<file path="config.mk">
export PLATFORM = sky130hd
export DESIGN_NAME = dec_subkey_feeder
export DESIGN_NICKNAME = d
export VERILOG_FILES = /design/src/rtl/dec_subkey_feeder.sv
export SDC_FILE = /design/constraint.sdc
export NUM_CORES = 2
export LEC_CHECK = 0
export ABC_AREA = 1
export CAP_MARGIN = 20
export CELL_PAD_IN_SITES_DETAIL_PLACEMENT = 0
export CELL_PAD_IN_SITES_GLOBAL_PLACEMENT = 1
export CORE_UTILIZATION = 24
export CTS_BUF_LIST = sky130_fd_sc_hd__clkbuf_8
export CTS_CLUSTER_DIAMETER = 50
export DETAILED_ROUTE_END_ITERATION = 8
export PLACE_DENSITY_LB_ADDON = 0.1
export SKIP_LAST_GASP = 1
export SYNTH_ARGS = -nofsm -noshare
export SYNTH_HDL_FRONTEND = slang
export SYNTH_MEMORY_MAX_BITS = 65536
export SYNTH_SLANG_ARGS = --single-unit
</file>
<file path="constraint.sdc">
create_clock -name clk -period 23.4 [get_ports clk]
set_input_delay 4.68 -clock clk [delete_from_list [all_inputs] [get_ports clk]]
set_output_delay 4.68 -clock clk [all_outputs]
set_load 0.01 [all_outputs]
</file>
<file path="src/rtl/dec_subkey_feeder.sv">
// Serpent decryption round-key buffer: captures K0..K32 in encryption order and
// replays them K32..K0 over a valid/ready port. Optional DEC_KEY_ZEROIZE_EN macro
// adds a ZERO state that wipes the key storage after clear or rst.
module dec_subkey_feeder #(
  parameter int NUM_KEYS = 33,
  parameter int KEY_W    = 128
) (
  input  logic             clk,
  input  logic             rst,
  input  logic             load_valid,
  output logic             load_ready,
  input  logic [KEY_W-1:0] load_key,
  input  logic             clear,
  input  logic             start,
  output logic             key_valid,
  input  logic             key_ready,
  output logic [KEY_W-1:0] key_out,
  output logic [5:0]       key_idx,
  output logic             busy,
  output logic             done
);

  localparam logic [5:0] LAST_IDX = 6'(NUM_KEYS - 1);

  typedef enum logic [2:0] {
    IDLE,
    LOAD,
    FULL,
    STREAM,
    ZERO
  } state_e;

  state_e           state_q, state_d;
  logic [5:0]       wr_cnt_q, wr_cnt_d;
  logic [5:0]       rd_idx_q, rd_idx_d;
  logic             load_ready_q, load_ready_d;
  logic             key_valid_q, key_valid_d;
  logic [KEY_W-1:0] key_out_q, key_out_d;
  logic [5:0]       key_idx_q, key_idx_d;
  logic             busy_q, busy_d;
  logic             done_q, done_d;

  logic [KEY_W-1:0] mem [NUM_KEYS];
  logic             mem_we;
  logic [5:0]       mem_waddr;
  logic [KEY_W-1:0] mem_wdata;

  logic             load_accept;
  logic             key_fire;
  logic [5:0]       rd_prev;

  assign load_accept = load_valid && load_ready_q;
  assign key_fire    = key_valid_q && key_ready;
  assign rd_prev     = rd_idx_q - 6'd1;

  always_comb begin
    // NOTE: every output of this block gets a default first, so no path can infer a latch.
    state_d     = state_q;
    wr_cnt_d    = wr_cnt_q;
    rd_idx_d    = rd_idx_q;
    key_valid_d = key_valid_q;
    key_out_d   = key_out_q;
    key_idx_d   = key_idx_q;
    done_d      = 1'b0;
    mem_we      = 1'b0;
    mem_waddr   = wr_cnt_q;
    mem_wdata   = load_key;

    if (clear && (state_q != ZERO)) begin
`ifdef DEC_KEY_ZEROIZE_EN
      state_d = ZERO;
`else
      state_d = IDLE;
`endif
      wr_cnt_d    = '0;
      rd_idx_d    = LAST_IDX;
      key_valid_d = 1'b0;
      key_idx_d   = LAST_IDX;
    end else begin
      case (state_q)
        IDLE: begin
          if (load_accept) begin
            mem_we   = 1'b1;
            wr_cnt_d = wr_cnt_q + 6'd1;
            state_d  = LOAD;
          end
        end

        LOAD: begin
          if (load_accept) begin
            mem_we = 1'b1;
            // The counter parks at the last index once storage is full.
            if (wr_cnt_q == LAST_IDX) begin
              state_d = FULL;
            end else begin
              wr_cnt_d = wr_cnt_q + 6'd1;
            end
          end
        end

        FULL: begin
          if (start) begin
            state_d     = STREAM;
            rd_idx_d    = LAST_IDX;
            key_valid_d = 1'b1;
            key_out_d   = mem[LAST_IDX];
            key_idx_d   = LAST_IDX;
          end
        end

        STREAM: begin
          if (key_fire) begin
            if (rd_idx_q == 6'd0) begin
              state_d     = FULL;
              done_d      = 1'b1;
              rd_idx_d    = LAST_IDX;
              key_valid_d = 1'b0;
              key_idx_d   = LAST_IDX;
            end else begin
              rd_idx_d  = rd_prev;
              key_out_d = mem[rd_prev];
              key_idx_d = rd_prev;
            end
          end
        end

`ifdef DEC_KEY_ZEROIZE_EN
        ZERO: begin
          mem_we    = 1'b1;
          mem_wdata = '0;
          if (wr_cnt_q == LAST_IDX) begin
            state_d  = IDLE;
            wr_cnt_d = '0;
          end else begin
            wr_cnt_d = wr_cnt_q + 6'd1;
          end
        end
`endif

        default: begin
          state_d  = IDLE;
          wr_cnt_d = '0;
          rd_idx_d = LAST_IDX;
        end
      endcase
    end

    load_ready_d = (state_d == IDLE) || (state_d == LOAD);
    busy_d       = (state_d == LOAD) || (state_d == STREAM) || (state_d == ZERO);
  end

  always_ff @(posedge clk) begin
    if (rst) begin
`ifdef DEC_KEY_ZEROIZE_EN
      state_q      <= ZERO;
      load_ready_q <= 1'b0;
      busy_q       <= 1'b1;
`else
      state_q      <= IDLE;
      load_ready_q <= 1'b1;
      busy_q       <= 1'b0;
`endif
      wr_cnt_q    <= '0;
      rd_idx_q    <= LAST_IDX;
      key_valid_q <= 1'b0;
      key_out_q   <= '0;
      key_idx_q   <= LAST_IDX;
      done_q      <= 1'b0;
    end else begin
      // NOTE: non-blocking assignments keep every flop sampling pre-edge values.
      state_q      <= state_d;
      wr_cnt_q     <= wr_cnt_d;
      rd_idx_q     <= rd_idx_d;
      load_ready_q <= load_ready_d;
      key_valid_q  <= key_valid_d;
      key_out_q    <= key_out_d;
      key_idx_q    <= key_idx_d;
      busy_q       <= busy_d;
      done_q       <= done_d;
    end
  end

  // NOTE: key storage has no reset; contents are only meaningful after a full load.
  always_ff @(posedge clk) begin
    if (mem_we) begin
      mem[mem_waddr] <= mem_wdata;
    end
  end

  assign load_ready = load_ready_q;
  assign key_valid  = key_valid_q;
  assign key_out    = key_out_q;
  assign key_idx    = key_idx_q;
  assign busy       = busy_q;
  assign done       = done_q;

endmodule
</file>
Yosys cells after proc, flatten, opt, wreduce, memory -nomap -nowiden

Memory sizes are Yosys's and may differ from the RTL's.
Index checks and enable logic that the tools add are counted.

Add/sub/neg operators: 2
Equality and inequality tests: 15
Mux-type cells: 31
Bitwise logic cells: 5
Reductions and logical operators: 19

Operators by type and width:

| cell                                                                  | number |
|---|---|
| 128-bit two-way mux                                                   | 3 |
| 128-bit case mux with 2 select lines                                  | 1 |
| 6-bit two-way mux                                                     | 6 |
| 6-bit case mux with 3 select lines                                    | 2 |
| 3-bit two-way mux                                                     | 7 |
| 2-bit != test, second input constant                                  | 7 |
| 3-bit case mux with 4 select lines                                    | 1 |
| 6-bit case mux with 2 select lines                                    | 1 |
| 3-bit by 2-bit equality test with 1-bit output, second input constant | 3 |
| 1-bit two-way mux                                                     | 9 |
| 4-bit AND reduction                                                   | 2 |
| 6-bit by 1-bit adder with 6-bit output, second input constant         | 1 |
| 3-bit by 1-bit equality test with 1-bit output, second input constant | 2 |
| 6-bit equality test, second input constant                            | 1 |
| 3-bit zero test                                                       | 2 |
| 6-bit zero test                                                       | 1 |
| 3-bit AND reduction                                                   | 2 |
| 2-bit OR reduction                                                    | 3 |
| 6-bit by 1-bit subtractor with 6-bit output, second input constant    | 1 |
| 1-bit inverter                                                        | 5 |
| 5-bit AND reduction                                                   | 1 |
| 4-bit OR reduction                                                    | 1 |
| 3-bit equality test, second input constant                            | 1 |
| 1-bit logical AND                                                     | 3 |
| other kinds (4)                                                       | 6 |

Register bits after elaboration: 153
RAM bits: 4224
Bits of input ports: 134
Output and inout bits: 138
Logic and storage cells: 82
Memories kept: 1

Memory list:

| name | depth | width | read ports | clocked after Yosys merged registers in | write ports | line | RTL |
|---|---|---|---|---|---|---|---|
| mem  | 33    | 128   | 2          | 0                                       | 1           | 43   | `logic [KEY_W-1:0] mem [NUM_KEYS];` |

Depth between registers and ports, before layout

Word-level depth: 8
Depth in mapped cells: 18
Depth with buffers taken out: 11

Worst setup path before layout

Ideal clock, no wire load.

Path type: input -> register
Start point: input port load_valid
End point: memory mem[32][0] (enable)
Library setup time: 0.801 ns
Arrival time: 14.559 ns
Data required time: 22.599 ns
Path slack: 8.040 ns
Cell stages on the path: 3
Path buffers: 0
Path through: nand2_1 nor4_1 nor3b_1

Longest elaborated chain between the ends: 6

RTL lines:

| what                                    | line   | RTL |
|---|---|---|
| from (decl)                             | 10     | `input logic load_valid,` |
| 1-bit logical AND                       | 52     | `assign load_accept = load_valid && load_ready_q;` |
| 1-bit two-way mux                       | 82, 90 |  |
| 1-bit two-way mux                       | n/a    |  |
| 1-bit two-way mux                       | 69     | `if (clear && (state_q != ZERO)) begin` |
| 1-bit two-way mux                       | 185    | `if (mem_we) begin` |
| 1-bit two-way mux (implied by the code) | 186    | `mem[mem_waddr] <= mem_wdata;` |
| to (decl)                               | 43     |  |

Every way passes these cells.

Worst setup path in the final report

Start point: input port load_valid
End point: memory mem[17][26] (enable)

The elaborated chain is that of the path after synthesis.

==> results by group <==
Outcome
  – Outcome: complete, no violations

CTS
  – CTS root buffer: clkbuf_8
  – Post-cts gate resize count: 0
  – Clock transition at the registers of the reported paths: 0.06 ns
  – Clock Latency Late Sink: 1.36 ns
  – Max H-tree Level: 6
  – CTS buffer count: 829
  – Max Root-Sink Buffers: 4
  – CTS Sinks: 4377
  – TritonCTS clock tree: yes
  – Post CTS Setup Buffer Count: 0
  – Hold buffers post-CTS: 0

Route
  – Routed WL: 676000 um
  – Via count: 113126
  – Drt via density: 4.50
  – Pre-Repair DR Iteration Count: 5
  – Post-DRT Antenna Nets: 0
  – Drt wl/cell: 26.9 um
  – Drt drc: 0
  – Initial DRC Count: 8759

Critical path
  – WP buf/inv: 5
  – Kind of cell adding the most delay to the critical path: simple AND/OR/NAND/NOR gates
  – Crit path launch type: primary input
  – Setup crit end kind: flip-flop
  – Reg-to-reg slack, setup: 16.58 ns
  – CP dominant cell by count: buf_4
  – Required @ worst endpoint: 24.30 ns
  – Critical path peak fanout: 38
  – WS Path Type: in2reg
  – CP peak stage delay: 0.94 ns
  – Cells along the critical path: clkdlybuf4s50_1, nand2_1, nor4_2, nand4_1, nor2_4, buf_12, buf_4, buf_4, buf_4
  – Slowest CP cell: nand4_1
  – Data arrival time of the worst path: 9.75 ns

Logic synthesis
  – Synth Cell Area: 0.173 mm^2
  – Synth Register Bits: 4377
  – Count leader, synth: nand2_1
  – Synth area leaders: edfxtp_1, nand2_1, nand3_1, dfxtp_1, buf_2
  – Syn Area/Cell: 12.0 um^2
  – Synthesis Warnings: 0
  – Fraction of registers with async set/reset: 0
  – Post-synth net total: 14552
  – Syn Inst Count: 14415
  – Number of synthesized flops with an enable pin: 4224
  – Sequential-to-total area share from yosys stat: 0.750
  – Synth area leader: edfxtp_1
  – Top cell type's share of synthesized area: 0.732
  – Ys flop type: edfxtp_1
  – Synth unique cells: 30
  – Post-synth top cells: nand2_1, edfxtp_1, nand3_1, buf_2, clkbuf_1

Pwr
  – Leakage power total: 70.5 nW
  – Peak supply drop: 58.4 uV
  – Power Density: 85.3 mW/mm^2

Layout
  – Nets@finish: 15006
  – Share of cells above drive strength 1: 0.0934
  – Fill cells: 74751
  – Post-Layout Cell Count: 25129
  – Synth-to-Final Area Change: 16.3%

STA
  – Minimum clock period: 8.86 ns
  – Layout Skew: 0.109 ns
  – Final setup vio count: 0
  – FMAX: 0.113 GHz
  – Hold Vio Cnt, Final: 0
  – Setup TNS Final: 0 ns
  – Worst slew margin: 0.194
  – RSZ-0062 raised after global routing: no
  – Slack of the critical path: 14.54 ns
  – Max Slew Vio Count: 0
  – Slew @ Worst Pin: 1.21 ns
  – Post-route clock period utilization: 0.378

Floorplanning
  – Rows: 311
  – Number of I/O pins: 272
  – Die X: 852 um
  – Chip height: 852 um
  – Core Box Area: 0.718 mm^2
  – Die area: 0.726 mm^2
  – Initial Util: 0.241

Place
  – IO buf count: 271
  – GP Congestion: 0.714
  – Dpl cells: 23584
  – Pre-CTS WS: 13.02 ns
  – Hpwl dp: 365000 um

GRT
  – Vias in the first global route: 114099
  – Initial antenna violation count: 67
  – Gr usage total: 0.180
  – Congestion Overflow GR: 0
  – Largest net degree at the start of global routing: 155
  – First-pass GRT wire length: 937000 um

Min path
  – HP Class: reg2reg

Run
  – Max_cap viols: 0
worst register-to-register path, stage by stage, from the launching register on:
cell	delay, ns
dfxtp_4	0.80
inv_8	0.42
ha_4	0.88
buf_4	0.50
buf_4	0.59
buf_4	0.60
buf_4	0.79
buf_4	0.88
nand3_1	0.23
nand2_1	0.10
nand2_1	0.05
nand3_1	0.19
nand3_1	0.29
nand3_1	0.30
a21oi_1	0.09
flip-flops by register name, indices dropped and copies added, names as in the netlist:
register / cells
state_q: 3
done: 1
key_valid: 1
busy: 1
load_ready: 1
key_idx: 6
mem_waddr: 6
key_out: 128
rd_idx_q: 6
mem: 4224
power by group:
| group | internal [mW] | switching [mW] |
|---|---|---|
| logic | 0.302 | 1.17 |
| registers | 8.60 | 0.00478 |
| clock network | 3.56 | 3.55 |
kinds of logic (layout without fill, tap and decap cells):
family,Yosys count,count (layout),synth area share
AND/OR/NAND/NOR,8621,8621,0.213
flip-flops,4377,4377,0.750
buffers and inverters,987,2134,0.0252
AO/OA/AOI/OAI,425,425,0.0124
adder cells (fa/ha/maj),3,3,0.000217
other,1,22,0.0000216
XOR/XNOR,1,1,0.000159
per-layer routing:
metal	vias to the layer above	GRT usage	wire, um
met5	-	0	103
met4	16	0.0451	17100
met3	967	0.0242	27300
met2	2421	0.304	325000
met1	57466	0.244	307000
li1	52256	-	-
cells in the final DEF, fill, tap and decap left out, types with 3 or more instances in the layout:
| master | Yosys | final |
|---|---|---|
| dfxtp_1 | 153 | 152 |
| buf_4 | 1 | 266 |
| nor2_1 | 52 | 20 |
| clkinv_8 | 0 | 10 |
| nand3_1 | 3541 | 3539 |
| edfxtp_1 | 4224 | 4224 |
| diode_2 | 0 | 21 |
| o21ai_0 | 137 | 137 |
| clkinvlp_4 | 0 | 9 |
| buf_12 | 0 | 33 |
| clkdlybuf4s50_1 | 0 | 156 |
| bufinv_16 | 0 | 12 |
| inv_16 | 0 | 6 |
| nand2_1 | 5016 | 5012 |
| inv_1 | 32 | 421 |
| clkinv_2 | 0 | 49 |
| nand2_4 | 0 | 4 |
| a21oi_1 | 276 | 276 |
| clkinv_1 | 1 | 152 |
| inv_8 | 0 | 12 |
| buf_2 | 519 | 115 |
| inv_6 | 0 | 9 |
| o21ai_1 | 7 | 7 |
| nor2_4 | 0 | 32 |
| clkbuf_8 | 0 | 861 |
| nand3_2 | 3 | 3 |
| inv_12 | 0 | 17 |
| nand4_1 | 4 | 4 |
through the flow:
stage / hold slack, ns / power (mW) / utilization / area [um^2]
after floorplan: 0.480 / 9.49 / - / 173000
after global placement: 0.469 / 10.3 / 0.259 / 186000
after detailed placement: 0.474 / 10.3 / 0.259 / 186000
after CTS: 0.466 / 17.5 / 0.281 / 202000
after global routing: 0.495 / 17.9 / 0.281 / 202000
final: 0.464 / 17.2 / 0.281 / 202000
layout make-up:
class,instances,area (um^2),area share
flip-flops and latches,4377,130000,0.644
multi-input cells,9051,39400,0.195
well taps,9546,11900,0.0592
clock buffers,861,11900,0.0588
repair buffers,572,4850,0.0241
clock inverters,663,3480,0.0173
inverters,38,180,0.000894
diodes,21,52.6,0.000261
worst paths after layout:
path                             from                  endpoint  depth (start not counted)
max                        load_valid     mem[17][26]$_DFFE_PP_                          9
min             mem[32][60]$_DFFE_PP_  key_out[60]$_SDFFE_PP0P_                          2
max reg2reg  rd_idx_q[0]$_SDFFE_PP0P_  key_out[44]$_SDFFE_PP0P_                         14
min reg2reg     mem[32][60]$_DFFE_PP_  key_out[60]$_SDFFE_PP0P_                          2
Note: power is estimated with default switching activity, not from simulation.
